--- src/rtl/writeback_if.sv ---
// Bus bundle between the issue/execute side and the writeback unit:
// ALU result, load-result handshake, issue marking, register-bank write
// port and status outputs.
interface writeback_if #(
    parameter int DATA_WIDTH = 64,
    parameter int ADDR_WIDTH = 5
) ();
    logic                         alu_valid;
    logic [ADDR_WIDTH-1:0]        alu_address;
    logic [DATA_WIDTH-1:0]        alu_data;
    logic                         mem_valid;
    logic                         mem_ready;
    logic [ADDR_WIDTH-1:0]        mem_address;
    logic [DATA_WIDTH-1:0]        mem_data;
    logic                         issue_valid;
    logic [ADDR_WIDTH-1:0]        issue_address;
    logic                         alu_stall;
    logic                         write;
    logic [ADDR_WIDTH-1:0]        write_address;
    logic [DATA_WIDTH-1:0]        write_data;
    logic [(1<<ADDR_WIDTH)-1:0]   busy;
    logic [2:0]                   fifo_count;
    logic                         overrun;

    modport master (
        output alu_valid, alu_address, alu_data,
        output mem_valid, mem_address, mem_data,
        output issue_valid, issue_address,
        input  mem_ready, alu_stall, write, write_address, write_data,
        input  busy, fifo_count, overrun
    );

    modport slave (
        input  alu_valid, alu_address, alu_data,
        input  mem_valid, mem_address, mem_data,
        input  issue_valid, issue_address,
        output mem_ready, alu_stall, write, write_address, write_data,
        output busy, fifo_count, overrun
    );
endinterface

--- src/rtl/writeback_unit.sv ---
// Writeback stage owning the register bank's single write port. Merges
// single-cycle ALU results with buffered load results into one registered
// write per cycle, with starvation protection for the load FIFO, and keeps
// a pending-write scoreboard for issue-side hazard checks.
module writeback_unit #(
    parameter int DATA_WIDTH   = 64,
    parameter int ADDR_WIDTH   = 5,
    parameter int FIFO_DEPTH   = 4,
    parameter int STARVE_LIMIT = 8
) (
    input  logic       clock,
    input  logic       reset,
    writeback_if.slave bus
);
    localparam int PTR_W = (FIFO_DEPTH > 1) ? $clog2(FIFO_DEPTH) : 1;
    localparam int CNT_W = $clog2(FIFO_DEPTH + 1);
    localparam int STV_W = $clog2(STARVE_LIMIT + 1);
    localparam int NREG  = 1 << ADDR_WIDTH;
    localparam logic [CNT_W-1:0] DEPTH_C = CNT_W'(FIFO_DEPTH);
    localparam logic [STV_W-1:0] LIMIT_C = STV_W'(STARVE_LIMIT);

    // Load-result buffer storage (contents need no reset; pointers do)
    logic [ADDR_WIDTH-1:0] fifo_addr_r [FIFO_DEPTH];
    logic [DATA_WIDTH-1:0] fifo_data_r [FIFO_DEPTH];
    logic [PTR_W-1:0]      rd_ptr_r;
    logic [PTR_W-1:0]      wr_ptr_r;
    logic [CNT_W-1:0]      count_r;

    logic [STV_W-1:0]      starve_cnt_r;
    logic                  alu_stall_r;
    logic                  overrun_r;
    logic                  write_r;
    logic [ADDR_WIDTH-1:0] write_address_r;
    logic [DATA_WIDTH-1:0] write_data_r;
    logic [NREG-1:0]       busy_r;

    logic                  fifo_nonempty_s;
    logic                  mem_ready_s;
    logic                  push_s;
    logic                  pop_s;
    logic                  alu_win_s;
    logic [ADDR_WIDTH-1:0] win_addr_s;
    logic [DATA_WIDTH-1:0] win_data_s;
    logic [NREG-1:0]       clear_mask_s;
    logic [NREG-1:0]       set_mask_s;
    logic [NREG-1:0]       busy_next_s;
    logic [STV_W-1:0]      starve_next_s;
    logic [CNT_W-1:0]      count_next_s;

    // Arbitration, FIFO bookkeeping and scoreboard next-state, all from registered state
    always_comb begin
        fifo_nonempty_s = (count_r != {CNT_W{1'b0}});
        mem_ready_s     = !reset && (count_r < DEPTH_C);
        push_s          = bus.mem_valid && mem_ready_s;
        // FIFO head wins when starving the ALU out, or when the ALU is idle
        pop_s           = fifo_nonempty_s && (alu_stall_r || !bus.alu_valid);
        alu_win_s       = bus.alu_valid && !pop_s;

        if (pop_s) begin
            win_addr_s = fifo_addr_r[rd_ptr_r];
            win_data_s = fifo_data_r[rd_ptr_r];
        end else if (alu_win_s) begin
            win_addr_s = bus.alu_address;
            win_data_s = bus.alu_data;
        end else begin
            win_addr_s = write_address_r;
            win_data_s = write_data_r;
        end

        // A same-edge set overrides the clear: the new producer stays outstanding
        clear_mask_s = (pop_s || alu_win_s)
                     ? ({{(NREG-1){1'b0}}, 1'b1} << win_addr_s) : {NREG{1'b0}};
        set_mask_s   = bus.issue_valid
                     ? ({{(NREG-1){1'b0}}, 1'b1} << bus.issue_address) : {NREG{1'b0}};
        busy_next_s  = (busy_r & ~clear_mask_s) | set_mask_s;

        if (pop_s || !fifo_nonempty_s) begin
            starve_next_s = {STV_W{1'b0}};
        end else if (alu_win_s && (starve_cnt_r != LIMIT_C)) begin
            starve_next_s = starve_cnt_r + STV_W'(1);
        end else begin
            starve_next_s = starve_cnt_r;
        end

        case ({push_s, pop_s})
            2'b10:   count_next_s = count_r + CNT_W'(1);
            2'b01:   count_next_s = count_r - CNT_W'(1);
            default: count_next_s = count_r;
        endcase
    end

    // Capture pushed load results into the slot at the write pointer
    always_ff @(posedge clock) begin
        if (push_s) begin
            fifo_addr_r[wr_ptr_r] <= bus.mem_address;
            fifo_data_r[wr_ptr_r] <= bus.mem_data;
        end
    end

    // Registered write port, pointers, counters, stall/error flags and scoreboard
    always_ff @(posedge clock) begin
        if (reset) begin
            write_r         <= 1'b0;
            write_address_r <= {ADDR_WIDTH{1'b0}};
            write_data_r    <= {DATA_WIDTH{1'b0}};
            busy_r          <= {NREG{1'b0}};
            count_r         <= {CNT_W{1'b0}};
            rd_ptr_r        <= {PTR_W{1'b0}};
            wr_ptr_r        <= {PTR_W{1'b0}};
            starve_cnt_r    <= {STV_W{1'b0}};
            alu_stall_r     <= 1'b0;
            overrun_r       <= 1'b0;
        end else begin
            write_r         <= pop_s || alu_win_s;
            write_address_r <= win_addr_s;
            write_data_r    <= win_data_s;
            busy_r          <= busy_next_s;
            count_r         <= count_next_s;
            rd_ptr_r        <= pop_s  ? rd_ptr_r + PTR_W'(1) : rd_ptr_r;
            wr_ptr_r        <= push_s ? wr_ptr_r + PTR_W'(1) : wr_ptr_r;
            starve_cnt_r    <= starve_next_s;
            alu_stall_r     <= (starve_next_s == LIMIT_C);
            // ALU result offered while it was told to stall is dropped and flagged
            overrun_r       <= overrun_r || (bus.alu_valid && alu_stall_r && pop_s);
        end
    end

    assign bus.mem_ready     = mem_ready_s;
    assign bus.alu_stall     = alu_stall_r;
    assign bus.write         = write_r;
    assign bus.write_address = write_address_r;
    assign bus.write_data    = write_data_r;
    assign bus.busy          = busy_r;
    assign bus.fifo_count    = 3'(count_r);
    assign bus.overrun       = overrun_r;
endmodule

--- src/flat_wrapper.sv ---
// flat-port wrapper written by rule: the top's interface ports become plain ports
module writeback_unit_flat 
#(
    parameter int DATA_WIDTH   = 64,
    parameter int ADDR_WIDTH   = 5,
    parameter int FIFO_DEPTH   = 4,
    parameter int STARVE_LIMIT = 8
)
  (clock, reset, bus_alu_valid, bus_alu_address, bus_alu_data, bus_mem_valid, bus_mem_address, bus_mem_data, bus_issue_valid, bus_issue_address, bus_mem_ready, bus_alu_stall, bus_write, bus_write_address, bus_write_data, bus_busy, bus_fifo_count, bus_overrun);
  writeback_if #(.DATA_WIDTH(DATA_WIDTH), .ADDR_WIDTH(ADDR_WIDTH)) bus_i ();
  input  logic clock;
  input  logic reset;
  input wire logic [$bits(bus_i.alu_valid)-1:0] bus_alu_valid;
  input wire logic [$bits(bus_i.alu_address)-1:0] bus_alu_address;
  input wire logic [$bits(bus_i.alu_data)-1:0] bus_alu_data;
  input wire logic [$bits(bus_i.mem_valid)-1:0] bus_mem_valid;
  input wire logic [$bits(bus_i.mem_address)-1:0] bus_mem_address;
  input wire logic [$bits(bus_i.mem_data)-1:0] bus_mem_data;
  input wire logic [$bits(bus_i.issue_valid)-1:0] bus_issue_valid;
  input wire logic [$bits(bus_i.issue_address)-1:0] bus_issue_address;
  output wire logic [$bits(bus_i.mem_ready)-1:0] bus_mem_ready;
  output wire logic [$bits(bus_i.alu_stall)-1:0] bus_alu_stall;
  output wire logic [$bits(bus_i.write)-1:0] bus_write;
  output wire logic [$bits(bus_i.write_address)-1:0] bus_write_address;
  output wire logic [$bits(bus_i.write_data)-1:0] bus_write_data;
  output wire logic [$bits(bus_i.busy)-1:0] bus_busy;
  output wire logic [$bits(bus_i.fifo_count)-1:0] bus_fifo_count;
  output wire logic [$bits(bus_i.overrun)-1:0] bus_overrun;
  assign bus_i.alu_valid = bus_alu_valid;
  assign bus_i.alu_address = bus_alu_address;
  assign bus_i.alu_data = bus_alu_data;
  assign bus_i.mem_valid = bus_mem_valid;
  assign bus_i.mem_address = bus_mem_address;
  assign bus_i.mem_data = bus_mem_data;
  assign bus_i.issue_valid = bus_issue_valid;
  assign bus_i.issue_address = bus_issue_address;
  assign bus_mem_ready = bus_i.mem_ready;
  assign bus_alu_stall = bus_i.alu_stall;
  assign bus_write = bus_i.write;
  assign bus_write_address = bus_i.write_address;
  assign bus_write_data = bus_i.write_data;
  assign bus_busy = bus_i.busy;
  assign bus_fifo_count = bus_i.fifo_count;
  assign bus_overrun = bus_i.overrun;
  writeback_unit #(.DATA_WIDTH(DATA_WIDTH), .ADDR_WIDTH(ADDR_WIDTH), .FIFO_DEPTH(FIFO_DEPTH), .STARVE_LIMIT(STARVE_LIMIT)) u_core (.clock(clock), .reset(reset), .bus(bus_i));
endmodule
--- config.mk ---
export PLATFORM = sky130hd
export DESIGN_NAME = writeback_unit_flat
export DESIGN_NICKNAME = d
export VERILOG_FILES = /design/src/rtl/writeback_if.sv /design/src/rtl/writeback_unit.sv /design/src/flat_wrapper.sv
export SDC_FILE = /design/constraint.sdc
export NUM_CORES = 1
export LEC_CHECK = 0
export BUFFER_PORTS_ARGS = -buffer_cell sky130_fd_sc_hd__buf_2
export CORE_ASPECT_RATIO = 1.1
export CORE_MARGIN = 5
export CORE_UTILIZATION = 50
export CTS_CLUSTER_SIZE = 30
export DETAILED_ROUTE_END_ITERATION = 8
export MAX_ROUTING_LAYER = met4
export PLACE_DENSITY = 0.75
export SLEW_MARGIN = 20
export SYNTH_ARGS = -nofsm -noshare
export SYNTH_HDL_FRONTEND = slang
export SYNTH_SLANG_ARGS = --single-unit
--- constraint.sdc ---
create_clock -name clock -period 3.1 [get_ports clock]
set_input_delay 0.62 -clock clock [delete_from_list [all_inputs] [get_ports clock]]
set_output_delay 0.62 -clock clock [all_outputs]
set_load 0.02 [all_outputs]
==> impl_summary.log <==
[metrics] fraction of final layout cells with drive strength greater than 1: between 30% and 40%
[metrics] Routability Congestion: a little over 0.9
[metrics] residual DRC count: 0
[metrics] post-synthesis instance area: around 0.015 sq mm
[metrics] fraction of the core area covered by cells at the end of the flow: 61.7%
[metrics] minimum setup slack among reg-to-reg paths: between 0.4 and 0.5 ns
[metrics] maximum vdd drop: a little under 600 uV
[metrics] synth-to-layout area growth: 21.3%
[metrics] later-pin clock latency in the skew report: around 0.52 ns
[metrics] unrepaired setup endpoints after global routing: no
[metrics] critical path depth in cells: 6
[metrics] clock transition at the registers of the reported paths: 0.06 ns
[metrics] Port Buffers: approximately 260
[metrics] endpoint required time on the critical path: about 3.5 ns
[metrics] cell area after layout: around 0.018 sq mm
[metrics] post-synthesis cell count: ~960
[metrics] number of hold violations in the final report: 0
[metrics] Max Slew Vio Count: 0
[metrics] post-layout total power: 0.0148 W
[metrics] area of the core: just under 0.03 sq mm
[metrics] most used flip-flop cell after synthesis: edfxtp_1
[metrics] Avg Cell Area, Syn: 15.8 sq um
[metrics] Tcrit/Tclk final: approximately 86%
[metrics] residual overflow from global routing: 0
[metrics] share of synthesized flip-flops with an asynchronous set or reset: 0%
[metrics] Die Span Y: slightly below 200 microns
[metrics] post-synthesis sequential area ratio: between 70% and 80%
[metrics] antenna violations before repair: 6
[metrics] final setup fails: 0
[metrics] vias in the first global route: a little under 10k
[metrics] crit path capture type: flip-flop
[metrics] Yosys cell types: between 50 and 60
[metrics] post-place instance area: ~0.017 sq mm
[metrics] violation count after the first detailed-route iteration: 759
[metrics] number of iterations in the first detailed-routing pass: 5
[metrics] buffering stage count on the worst path with inverters included: 1
[metrics] total number of placement rows: between 60 and 70
[metrics] half-perimeter wire length after placement: around 24 mm
[metrics] clock sink total: 393
[metrics] path type of the worst min-delay path: in -> reg
[metrics] outcome: complete, no violations
[metrics] largest net degree at the start of global routing: 96
[metrics] Final min period: between 2 and 3 ns
[metrics] reg-to-reg endpoint: u_core.bus.busy[7]
[metrics] number of nets in the synthesized netlist: about 1.1k
[metrics] IO Pins: around 260
[metrics] RR Startpoint: u_core.bus.fifo_count[2]
[metrics] global-route wire length before repair: 57.0 mm
[metrics] # nets final: 1371
[metrics] buffers from clock root to sink, at most: 3
[metrics] number of post-CTS setup repair buffers: 0
[metrics] number of vias per cell: around 6.0
[metrics] Max Fanout on Critical Path: 28
[metrics] H-tree levels: 2
[metrics] Worst Slack Setup Final: approximately 0.42 ns
[metrics] master cell of the clock root buffer: clkbuf_16
[metrics] worst setup path start: u_core.bus.fifo_count[2]
[metrics] Max transition margin: between 20% and 30%
[metrics] slowest cell delay on critical path: between 0.5 and 0.6 ns
[metrics] GRT Overall Usage: between 20% and 30%
[metrics] total negative setup slack: 0 ns
[metrics] hold buffers post-CTS: 0
[metrics] Worst Setup Path Type: reg -> reg
[metrics] critical path capture point: u_core.bus.busy[7]
[metrics] die width: 176 microns
[metrics] worst setup slack before clock tree synthesis: 0.399 ns
[metrics] worst setup skew after layout: between 0.01 and 0.015 ns
[metrics] data arrival time of the worst path: 3.03 ns
[metrics] Synth Register Bits: about 390
[metrics] Worst Max-Slew Pin Slew: around 1.1 ns
[metrics] CTS buffer count: 40
[metrics] type of element launching the critical path: flip-flop
[metrics] leakage component of the power: roughly 6.5 nW
[metrics] total length of routed wires: roughly 37 mm
[metrics] Max Cap Viol: 0
[metrics] number of enable flip-flop cells after synthesis: between 200 and 300
[metrics] ANT nets after route: 0
[metrics] number of synthesis warnings: 0
[metrics] effective utilization at floorplan: 50.9%
[metrics] detailed-route via count: 9728
[metrics] Worst Reg2Reg Path Length in Cells: 6
[metrics] clock tree from TritonCTS: built
[metrics] routed length per instance: ~23 microns
[metrics] PostCTS Resize Cnt: 0
[metrics] die area: around 0.034 sq mm
[metrics] gate family responsible for the most delay along the worst path: simple AND/OR/NAND/NOR gates
[metrics] cell-by-cell trace of the critical path: or3_1, nand2_4, buf_4, o21ai_1, o41ai_1, a21oi_1
[metrics] Peak Freq: 374 MHz
[metrics] slowest CP cell: or3_1
[metrics] Pwr per Cell Area: ~810 mW/mm^2
stage by stage:
| step | hold WS [ns] | cells |
|---|---|---|
| 2_1_floorplan | 0.485 | 956 |
| 3_3_place_gp | 0.457 | 1547 |
| 3_5_place_dp | 0.466 | 1547 |
| 4_1_cts | 0.283 | 1621 |
| 5_1_grt | 0.289 | 1626 |
| 6_report | 0.306 | 1626 |
flip-flops by register name, summed over array words and instances, names as in the netlist, named ones only:
| register | cells |
|---|---|
| u_core.fifo_data_r | 256 |
| u_core.bus.write_data | 64 |
| u_core.bus.busy | 32 |
| u_core.fifo_addr_r | 20 |
| u_core.bus.write_address | 5 |
| u_core.starve_cnt_r | 4 |
| u_core.bus.fifo_count | 3 |
| u_core.rd_ptr_r | 2 |
| u_core.wr_ptr_r | 2 |
| u_core.bus.alu_stall | 1 |
| u_core.bus.overrun | 1 |
| u_core.bus.write | 1 |
routing by layer:
metal	vias up	part of all wire [%]	global-route usage, %
met5	-	0	-
met4	0	2.1	5.91
met3	56	7.3	4.21
met2	429	50	36.3
met1	4887	40	29.3
li1	4356	-	-
power by group:
part / switching (W) / internal [W] / total (W)
Clock: 0.00199 / 0.00306 / 0.00505
Combinational: 0.00211 / 0.00131 / 0.00341
Sequential: 0.000237 / 0.00608 / 0.00632
cell usage after synthesis, drive strengths merged, types with 6 or more instances:
cell,instances,area share [%]
a21oi,80,2.7
a32oi,62,3.6
and3,7,0.29
buf,33,1.1
clkbuf,30,0.75
dfxtp,117,16
edfxtp,276,55
ha,7,0.58
inv,12,0.30
mux4,69,10
nand2,80,2.0
nand3,8,0.27
nor2,41,1.0
nor2b,6,0.25
nor3,6,0.23
o211ai,8,0.40
o21ai,23,0.76
o311ai,8,0.46
o41ai,8,0.46
or2,6,0.25
or3,7,0.29
cells by family after synthesis:
kind of cell / synth area share, %
DFF: 70.5
and+or+nand+nor: 5.88
muxes: 10.5
buffers and inverters: 2.17
adders and majority gates: 0.714
xor gates and xnor gates: 0.407
AOI/OAI and AO/OA: 9.82
cells in the final DEF (no fill, tap or decap), types with 6 or more instances in the layout:
| master | Yosys | layout |
|---|---|---|
| edfxtp_1 | 276 | 276 |
| o21ai_0 | 18 | 18 |
| inv_1 | 11 | 11 |
| nor2b_1 | 6 | 6 |
| clkbuf_16 | 0 | 41 |
| ha_1 | 7 | 7 |
| o41ai_1 | 8 | 8 |
| buf_2 | 24 | 254 |
| buf_12 | 0 | 9 |
| clkinv_2 | 0 | 6 |
| or3_1 | 7 | 7 |
| a21oi_1 | 79 | 79 |
| nand2_1 | 79 | 79 |
| or2_2 | 6 | 6 |
| bufinv_16 | 0 | 6 |
| nor2_1 | 40 | 39 |
| dfxtp_1 | 117 | 115 |
| a32oi_1 | 62 | 62 |
| mux4_2 | 69 | 69 |
| clkinvlp_4 | 0 | 6 |
| nand3_1 | 8 | 8 |
| o211ai_1 | 8 | 8 |
| buf_4 | 0 | 17 |
worst min-delay path by stage:
stage                   startpoint                         to  slack (ns)  cells past startpoint
2_1_floorplan   u_core.rd_ptr_r[1]                  flip-flop        0.48                      2
3_3_place_gp   u_core.bus.busy[17]        u_core.bus.busy[17]        0.46                      2
3_5_place_dp   u_core.bus.busy[17]        u_core.bus.busy[17]        0.47                      2
4_1_cts           bus_mem_data[49]  u_core.fifo_data_r[1][49]        0.28                      1
5_1_grt           bus_mem_data[25]  u_core.fifo_data_r[3][25]        0.29                      1
6_report          bus_mem_data[49]  u_core.fifo_data_r[2][49]        0.31                      1
cell type report:
type	count	area, sq um
antenna	5	12.5
inverter	12	45.0
tap	374	468
clock buffer	50	1110
fill	2225	11400
multi-input combinational	488	4150
clock inverter	24	293
timing repair buffer	280	1580
sequential	393	10600
No activity file was read; power rests on OpenSTA's default activity.
